$ cat config.mk
export PLATFORM = sky130hd
export DESIGN_NAME = readout_sequencer
export DESIGN_NICKNAME = d
export VERILOG_FILES = /design/src/rtl/readout_sequencer.sv
export SDC_FILE = /design/constraint.sdc
export NUM_CORES = 1
export LEC_CHECK = 0
export CAP_MARGIN = 20
export CORE_MARGIN = 3
export CORE_UTILIZATION = 52
export CTS_CLUSTER_SIZE = 30
export DETAILED_ROUTE_END_ITERATION = 10
export HOLD_SLACK_MARGIN = 0.1
export PLACE_DENSITY = 0.81
export REMOVE_ABC_BUFFERS = 1
export SKIP_CTS_REPAIR_TIMING = 1
export SYNTH_ARGS = -nofsm -noshare
export SYNTH_HDL_FRONTEND = slang
export SYNTH_SLANG_ARGS = --single-unit
$ cat constraint.sdc
create_clock -name clk -period 2.07 [get_ports clk]
set_input_delay 0.414 -clock clk [delete_from_list [all_inputs] [get_ports clk]]
set_output_delay 0.414 -clock clk [all_outputs]
set_load 0.01 [all_outputs]
$ cat src/rtl/readout_sequencer.sv
// Frame sequencer for the serial-to-parallel readout shift register: gathers WIDTH
// contiguous bits, pulses the register load, and hands the parallel word downstream.
module readout_sequencer #(
    parameter int WIDTH  = 512,
    parameter int CNT_W  = $clog2(WIDTH) + 1,
    parameter int FCNT_W = 16
) (
    input  logic              clk,
    input  logic              reset,
    input  logic              enable,
    input  logic              clr_status,
    input  logic              s_bit,
    input  logic              s_valid,
    input  logic              s_sof,
    output logic              s_ready,
    output logic              sr_shift_in,
    output logic              sr_load,
    output logic              frame_valid,
    input  logic              frame_ready,
    output logic              busy,
    output logic [FCNT_W-1:0] frame_count,
    output logic              err_gap,
    output logic              err_overrun
);

    typedef enum logic [1:0] {IDLE, ARM, SHIFT, LOAD} state_t;

    state_t           state, state_n;
    logic [CNT_W-1:0] cnt, cnt_n, cnt_inc;
    logic             accept;
    logic             gap_set;
    logic             ovr_set;
    logic             in_load;

    // The register shifts on every non-load cycle, so the serial path is a plain wire.
    assign sr_shift_in = s_bit;
    assign accept      = s_valid && s_ready;
    assign cnt_inc     = cnt + 1'b1;
    assign in_load     = (state == LOAD);
    assign ovr_set     = in_load && frame_valid && !frame_ready;

    always_comb begin
        state_n = state;
        cnt_n   = cnt;
        gap_set = 1'b0;
        case (state)
            IDLE: begin
                cnt_n = '0;
                if (enable) state_n = ARM;
            end
            ARM: begin
                if (!enable) begin
                    state_n = IDLE;
                end else if (accept && s_sof) begin
                    cnt_n   = CNT_W'(1);
                    state_n = SHIFT;
                end
            end
            SHIFT: begin
                if (!accept) begin
                    gap_set = 1'b1;
                    cnt_n   = '0;
                    state_n = ARM;
                end else if (s_sof) begin
                    // A new sof mid-frame restarts the count on the new frame.
                    gap_set = 1'b1;
                    cnt_n   = CNT_W'(1);
                end else begin
                    cnt_n = cnt_inc;
                    if (cnt_inc == CNT_W'(WIDTH)) state_n = LOAD;
                end
            end
            LOAD: begin
                cnt_n   = '0;
                state_n = enable ? ARM : IDLE;
            end
            default: begin
                cnt_n   = '0;
                state_n = IDLE;
            end
        endcase
    end

    always_ff @(posedge clk or posedge reset) begin
        if (reset) begin
            state       <= IDLE;
            cnt         <= '0;
            s_ready     <= 1'b0;
            sr_load     <= 1'b0;
            busy        <= 1'b0;
            frame_valid <= 1'b0;
            frame_count <= '0;
            err_gap     <= 1'b0;
            err_overrun <= 1'b0;
        end else begin
            state   <= state_n;
            cnt     <= cnt_n;
            // Outputs are decoded from the next state so they line up with the state register.
            s_ready <= (state_n == ARM) || (state_n == SHIFT);
            sr_load <= (state_n == LOAD);
            busy    <= (state_n != IDLE);

            if (in_load) frame_count <= frame_count + 1'b1;

            // A load always leaves a fresh frame pending, even if the old one was consumed now.
            if (in_load)
                frame_valid <= 1'b1;
            else if (frame_valid && frame_ready)
                frame_valid <= 1'b0;

            err_gap     <= gap_set | (err_gap & ~clr_status);
            err_overrun <= ovr_set | (err_overrun & ~clr_status);
        end
    end

endmodule

== Word level (Yosys, flattened, before mapping) ==
Cells that the tools add are included.

* Bits in registers: 34
* Input port bits: 8
* Output and inout bits: 23
* Word-level logic and storage cells: 55

* Add/subtract/negate cells: 2
* Eq/ne operators: 9
* Multiplexer cells: 18
* Bitwise gates (word level): 5
* Reduce and logical (&&, ||, !) cells: 12

{| class="wikitable"
|+ Operators by type and width
! cell !! count
|-
| $mux 10 || 4
|-
| $pmux 10 s3 || 1
|-
| $add 16x1->16 const B || 1
|-
| $mux 2 || 6
|-
| $add 10x1->10 const B || 1
|-
| $eq 10x10->1 const B || 1
|-
| $eq 2x2->1 const B || 4
|-
| $pmux 2 s4 || 1
|-
| $mux 1 || 6
|-
| $logic_and 1x1->1 || 5
|-
| $eq 2x1->1 const B || 2
|-
| $ne 2x2->1 const B || 2
|-
| $reduce_bool 2->1 || 2
|-
| $and 1x1->1 || 2
|-
| $logic_not 2->1 || 1
|-
| $or 1x1->1 || 2
|-
| $reduce_and 2->1 || 1
|-
| $reduce_or 2->1 || 1
|-
| $logic_not 1->1 || 1
|-
| $logic_or 1x1->1 || 1
|-
| $not 1->1 || 1
|}

== Longest topological paths before layout ==
Gate-level depths: netlist of the first run.

* Depth in word-level cells: 8
* Mapped depth: 9
* Gate-level depth less buffers: 9

== Worst setup path after synthesis of the first run ==
No wires, ideal clock.

* Path kind: reg2reg
* From: register state[0]
* To: register cnt[9]
* Library setup time: 83 ps
* Data arrival time: 1717 ps
* Data required time: 1987 ps
* Setup slack: 270 ps
* Stages on the path, launching flop included: 8
* Buffers on the path: 1
* Period minus slack after synthesis: 1800 ps
* Cell sequence: dfrtp_1 -> inv_1 -> ha_1 -> nand4b_2 -> or3_1 -> clkbuf_2 -> or3_1 -> o21ai_0

* Word-level cells in the longest chain between the ends: 3
* Elaborated cells between the ends (all ways): 9
* Classes of those cells: eq/ne: 5; mux: 1; reduce/logical: 3

{| class="wikitable"
|+ Ends and longest elaborated chain
! what !! RTL line !! source
|-
| start, declared || 28 || <nowiki>state_t state, state_n;</nowiki>
|-
| start signal, assigned || 96 || <nowiki>state <= state_n;</nowiki>
|-
| $eq 2x2->1 (tied with other cells) || 46 || <nowiki>case (state)</nowiki>
|-
| $reduce_or 2->1 (no line) or $ne 2x2->1 (tied branches) || -- ||
|-
| $pmux 10 s3 or $reduce_and 2->1 (tied branches) || -- ||
|-
| end signal, assigned || 97 || <nowiki>cnt <= cnt_n;</nowiki>
|-
| end, declared || 29 || <nowiki>logic [CNT_W-1:0] cnt, cnt_n, cnt_inc;</nowiki>
|}

Parallel ways exist; a longest one is shown, timed or not.
A chain may end at the register's enable or synchronous reset.

== Worst setup path in the final report of the first run ==
* From: register state[0]
* To: register s_ready

* Word-level cells in the longest chain between the ends: 6
* Elaborated cells between the ends (all ways): 14
* Classes of those cells: eq/ne: 5; mux: 7; reduce/logical: 2

{| class="wikitable"
|+ Ends and longest elaborated chain
! what !! RTL line !! source
|-
| $mux 2 || 70 || <nowiki>if (cnt_inc == CNT_W'(WIDTH)) state_n = LOAD;</nowiki>
|-
| $mux 2 || 64 || <nowiki>end else if (s_sof) begin</nowiki>
|-
| $mux 2 || 60 || <nowiki>if (!accept) begin</nowiki>
|-
| $pmux 2 s4 (*) || 46 ||
|-
| $eq 2x1->1 or $eq 2x2->1 (tied branches) || 99 || <nowiki>s_ready <= (state_n == ARM) || (state_n == SHIFT);</nowiki>
|-
| $logic_or 1x1->1 (*) || 99 ||
|-
| end signal, assigned || 99 ||
|-
| end, declared || 15 || <nowiki>output logic s_ready,</nowiki>
|}

Mark *: on every way between the ends. The rest lies on a longest branch, timed or not.

==> impl_metrics.tcl, run 1 <==
set metrics [dict create \
    outcome "finished, final reports clean" \
    routabilityCongestion 0.893 \
    diodes 0 \
    crit_buf_inv 1 \
    yosysSeqAreaShare_pct 46.7 \
    wl_per_cell_um 15.1 \
    vdd_drop_max_uv 464 \
    vias 1530 \
    cts_tree "yes" \
    cts_made_buffers 5 \
    via_per_inst 5.75 \
    grt_pass1_wl_um 6720 \
    synthesis.area_sq_um 1820 \
    first_iter_violations 82 \
    place_area_sq_um 2180 \
    synth_cells 185 \
    die_h_um 65.2 \
    net-switching-power_mw 0.570 \
    cp_slowest_stage_delay_ns 0.47 \
    grt.overflow.total 0 \
    die-area_sq_um 4250 \
    grt_max_degree 35 \
    synth_async_sr_flop_share_pct 100 \
    die_w_um 65.2 \
    drc_errors 0 \
    hp-class "in2async" \
    core-area_sq_um 3200 \
    total_power_mw 1.67 \
    finalNonFillerCells 266 \
    portBuffers 28 \
    drive_above_1_share_pct 13.5 \
    slew_headroom_pct 71.7 \
    crit_path_start_kind "flop" \
    highest_layer "met4" \
    antenna_found_initial 0 \
    max_freq_ghz 0.509 \
    min_period_ns 1.96 \
    synth_cell_types 42 \
    crit_required_ns 2.29 \
    cts.reportedPaths.clkPinSlew_ns 0.10 \
    cts.sinks 34 \
    crit_chain "inv_1, ha_1, a2111oi_4, and2b_1, a31oi_1, ha_1" \
    final_max_slew_viol_count 0 \
    max_cap_violations 0 \
    synth_warnings 0 \
    wl_um 4030 \
    swShare_pct 34.1 \
    cts_max_level 2 \
    antenna_left 0 \
    p_comb_share_pct 31.4 \
    wl_met3_um 253 \
    synth_edf_count 0 \
    critPathTopFamily "adder cells" \
    cts_root_buf "clkbuf_4" \
    final-hold-violation-count 0 \
    power-per-cell-area_nw_per_um2 737 \
    leakage_nw 1.03 \
    dr.pass1.iters 4 \
    wl_met1_um 1690 \
    yosys_register_bits 34 \
    insertion_delay_ns 0.33 \
    final.period_utilization_pct 94.9 \
    p_clk_share_pct 20.1 \
    placedCellCount 257 \
    grt_usage_pct 20.2 \
    rsz0062_at_grt "no" \
    critPathCaptureType "flop" \
    p_seq_share_pct 48.4 \
    dp.final_hpwl_um 2800 \
    io_pins 31 \
    rows 20 \
    final.setup_skew_ns 0.00490 \
    post-route-cell-area_sq_um 2270 \
    p_int_mw 1.10 \
    clockBufferDepth 2 \
    cpMaxStageDelayCell "dfrtp_1" \
    finalNetCount 239 \
    setup_violations 0 \
    start_util_pct 56.9 \
    met2_length_um 2000 \
    syn_to_final_growth_pct 24.5 \
    ys.flop_type "dfrtp_1" \
    path_max_fanout 6 \
    critical_path_class "reg2reg" \
    crit_path_frequent_cell "ha_1" \
    cp.arrival_ns 2.18 \
    grt_pass1_vias 1457 \
    hold_slack_ns 0.464 \
    tightest_slew_ns 0.424 \
    synth.avg_cell_area_sq_um 9.85 \
    tns_ns 0 \
]
-- kinds of logic (layout without fill, tap and decap cells) --
kind of cell               count (synthesis)  after routing  share of synthesized area (%)
muxes                                      2              2                           1.17
xor gates and xnor gates                  19             19                           9.13
buffers and inverters                     17             54                           3.85
adders and majority gates                  9              9                           6.18
AOI/OAI and AO/OA                         41             41                           14.5
and+or+nand+nor                           63             63                           18.5
DFF                                       34             34                           46.7
-- state kept, by name, summed over array words and instances (netlist names) --
name	cells
frame_valid	1
cnt	10
err_gap	1
frame_count	16
sr_load	1
err_overrun	1
state	2
s_ready	1
busy	1
-- cell usage after synthesis (all sizes together) (2+ instances only) --
library cell	n	area [sq um]
buf	2	12.5
nand2b	3	18.8
a21boi	2	15.0
dfrtp	34	851
xnor2	12	105
a31o	2	17.5
inv	10	37.5
ha	9	113
nor3	2	10.0
nor4	2	12.5
or3	2	12.5
and4	3	26.3
nor2	8	32.5
a21oi	8	40.0
and3	4	25.0
clkbuf	5	20.0
o21ai	16	80.1
and2b	2	16.3
nand3	11	55.1
nand4	5	31.3
a31oi	2	12.5
o31ai	2	15.0
xor2	7	61.3
nand2	18	67.6
-- through the flow --
| stage | worst slack (ns) | util, % |
|---|---|---|
| finish | 0.106 | 70.8 |
| global route | 0.0138 | 70.8 |
| CTS | 0.0323 | 69.5 |
| detailed placement | -0.167 | 68.0 |
| global placement | -0.0271 | 68.0 |
| floorplan | 0.239 | - |
-- metal layers --
metal	track usage (%)	vias to the layer above
li1	-	723
met2	32.7	67
met5	0	-
met3	5.13	11
met4	8.03	0
met1	25.7	729
-- worst min-delay path, delay by kind of cell --
| family | cells | cell delay (ns) |
|---|---|---|
| buf+inv | 3 | 0.81 |
-- placed cells by master (no fill, tap or decap), drive strengths merged, types with 4 or more instances in the layout --
cell / Yosys / final
dfrtp: 34 / 34
clkdlybuf4s50: 0 / 28
nand2: 18 / 18
o21ai: 16 / 16
xnor2: 12 / 12
nand3: 11 / 11
inv: 10 / 10
buf: 2 / 9
ha: 9 / 9
a21oi: 8 / 8
nor2: 8 / 8
xor2: 7 / 7
nand4: 5 / 5
clkbuf: 5 / 5
and3: 4 / 4
-- path summary, 6_finish.rpt --
path,end,slack [ns],from,cells past startpoint
max,s_ready$_DFF_PP0_,0.11,state[0]$_DFF_PP0_,6
min,frame_count[6]$_DFFE_PP0P_,0.46,reset,3
max reg2reg,s_ready$_DFF_PP0_,0.11,state[0]$_DFF_PP0_,6
min reg2reg,frame_count[15]$_DFFE_PP0P_,0.48,frame_count[15]$_DFFE_PP0P_,1
max in group asynchronous,cnt[0]$_DFFE_PP0P_,1.28,reset,3
min in group clk,frame_count[15]$_DFFE_PP0P_,0.48,frame_count[15]$_DFFE_PP0P_,1
-- area by class of cell --
type | count | area [sq um]
clock buffers | 5 | 37.5
clock inverters | 2 | 10.0
fillers | 252 | 936
inverters | 10 | 37.5
multi-input cells | 134 | 927
flip-flops and latches | 34 | 852
well taps | 44 | 55.1
repair buffers | 37 | 348
-- power by group through the flow --
stage               combinational, mW  sequential, mW  clock [mW]
detailed placement              0.458           0.822           0
global placement                0.428           0.816           0
global route                    0.584           0.819       0.378
finish                          0.526           0.810       0.337
CTS                             0.462           0.809       0.345
floorplan                       0.248           0.825           0
No activity file was read; power rests on OpenSTA's default activity.
==> run 2, diff against run 1 <==
CTS_BUF_LIST = sky130_fd_sc_hd__clkbuf_16   (was default)
==> run 2 against run 1 <==
Via count shrank 1.0%. Hold slack gained 0.0085 ns. Flip-flop and latch count is the same. Final cell count shrank 0.75%. Register-to-register slack lost 0.07 ns. First-iteration DRC count grew 11%. Largest power group unchanged. Critical path type unchanged. Clock power grew 100%. Core utilization grew 1.7 points. Non-clock buffer count shrank 2. Power grew 18%. Largest cell class unchanged.
==> impl_metrics.tcl, run 2 (same netlist as run 1, synthesis figures left out) <==
set metrics [dict create \
    finalNonFillerCells 264 \
    final_cell_mix "dfrtp_1, clkdlybuf4s50_1, nand2_1" \
    top_register "frame_count" \
    rsz0062_at_grt "yes" \
    grt_max_degree 35 \
    critical_path_class "reg2reg" \
    vdd_drop_max_uv 557 \
    cts_made_buffers 5 \
    grt_pass1_vias 1483 \
    final_max_slew_viol_count 0 \
    max_freq_ghz 0.492 \
    cp_slowest_stage_delay_ns 0.46 \
    setup_slack_ns 0.0370 \
    io_pins 31 \
    dr.pass1.iters 4 \
    clockBufferDepth 2 \
    cp.arrival_ns 2.19 \
    wl_per_cell_um 14.8 \
    post-route-cell-area_sq_um 2320 \
    timing.rr.start "state[0]$_DFF_PP0_" \
    slew_headroom_pct 71.1 \
    core-area_sq_um 3200 \
    max_cap_violations 0 \
    min_to "frame_count[15]$_DFFE_PP0P_" \
    grt_pass1_wl_um 6880 \
    final_common_cell "dfrtp_1" \
    hold_slack_ns 0.473 \
    largest_reg_flops 16 \
    diodes 0 \
    dp.final_hpwl_um 2800 \
    rows 20 \
    start_util_pct 56.9 \
    cts_root_buf "clkbuf_16" \
    reg.largest.list "frame_count x16, cnt x10, state x2" \
    syn_to_final_growth_pct 27.4 \
    crit_chain "inv_1, ha_1, a2111oi_2, and2b_1, a31oi_1, ha_1" \
    outcome "finished, final reports clean" \
    insertion_delay_ns 0.27 \
    min_period_ns 2.03 \
    vias 1514 \
    grt_usage_pct 20.8 \
    crit_required_ns 2.22 \
    placedCellCount 257 \
    final.period_utilization_pct 98.2 \
    die_w_um 65.2 \
    leakage_nw 1.06 \
    final-hold-violation-count 0 \
    holdPathStages 1 \
    critPathCaptureType "flop" \
    antenna_found_initial 0 \
    crit_path_start_kind "flop" \
    cpMaxStageDelayCell "dfrtp_1" \
    reg2reg_setup_slack_ns 0.04 \
    portBuffers 28 \
    cts.reportedPaths.clkPinSlew_ns 0.05 \
    setup_violations 0 \
    wl_um 3910 \
    cts_tree "yes" \
    r2r_cells 6 \
    antenna_left 0 \
    tightest_slew_ns 0.433 \
    via_per_inst 5.73 \
    crit_path_frequent_cell "ha_1" \
    grt.overflow.total 0 \
    power-per-cell-area_nw_per_um2 849 \
    drc_errors 0 \
    holdCritStartpoint "frame_count[15]$_DFFE_PP0P_" \
    finalNetCount 237 \
    die_h_um 65.2 \
    path_max_fanout 6 \
    hp-class "reg2reg" \
    dp_worst_setup_slack_ns -0.167 \
    utilization_pct 72.5 \
    die-area_sq_um 4250 \
    first_iter_violations 91 \
    place_area_sq_um 2180 \
    final.setup_skew_ns 0.00245 \
    r2r-end "s_ready$_DFF_PP0_" \
    cts_max_level 2 \
    cts.sinks 34 \
    drive_above_1_share_pct 11.4 \
    routabilityCongestion 0.893 \
]
## run 2: through the flow
stage	setup TNS (ns)	power (mW)
floorplan	0	1.07
global placement	-0.0381	1.24
detailed placement	-0.475	1.28
CTS	0	1.97
global route	-0.0524	2.10
finish	0	1.97
## run 2: worst max-delay path, delay by kind of cell (launching register included)
kind | cells | cell delay, ns
AOI/OAI and AO/OA | 2 | 0.53
adders and majority gates | 2 | 0.61
buffers and inverters | 1 | 0.11
DFF | 1 | 0.46
and+or+nand+nor | 1 | 0.20
## run 2: per-layer routing
metal	global-route usage (%)	wire (um)	vias to the layer above
met1	26.2	1680	720
met4	8.55	67	0
met5	0	0	-
met2	32.9	1890	65
li1	-	-	719
met3	6.67	269	10
## run 2: area by class of cell
class | instances | area, sq um
clock buffer | 5 | 125
tap | 44 | 55.1
fill | 246 | 882
clock inverter | 2 | 10.0
inverter | 10 | 37.5
timing repair buffer | 35 | 333
sequential | 34 | 851
multi-input combinational | 134 | 910
## run 2: how the worst max path moves through the flow
stage | start | end | cells after the start
floorplan | state[1]$_DFF_PP0_ | cnt[4]$_DFFE_PP0P_ | 6
global placement | s_valid | sr_load$_DFF_PP0_ | 7
detailed placement | s_valid | s_ready$_DFF_PP0_ | 7
CTS | state[0]$_DFF_PP0_ | cnt[9]$_DFFE_PP0P_ | 6
global route | state[0]$_DFF_PP0_ | s_ready$_DFF_PP0_ | 6
finish | state[0]$_DFF_PP0_ | s_ready$_DFF_PP0_ | 6
## run 2: report_power, final
part           leakage [nW]  internal, mW  switching (mW)
sequential            0.464         0.731          0.0834
combinational         0.525         0.223           0.249
clock                0.0694         0.433           0.252
total                  1.06          1.39           0.585
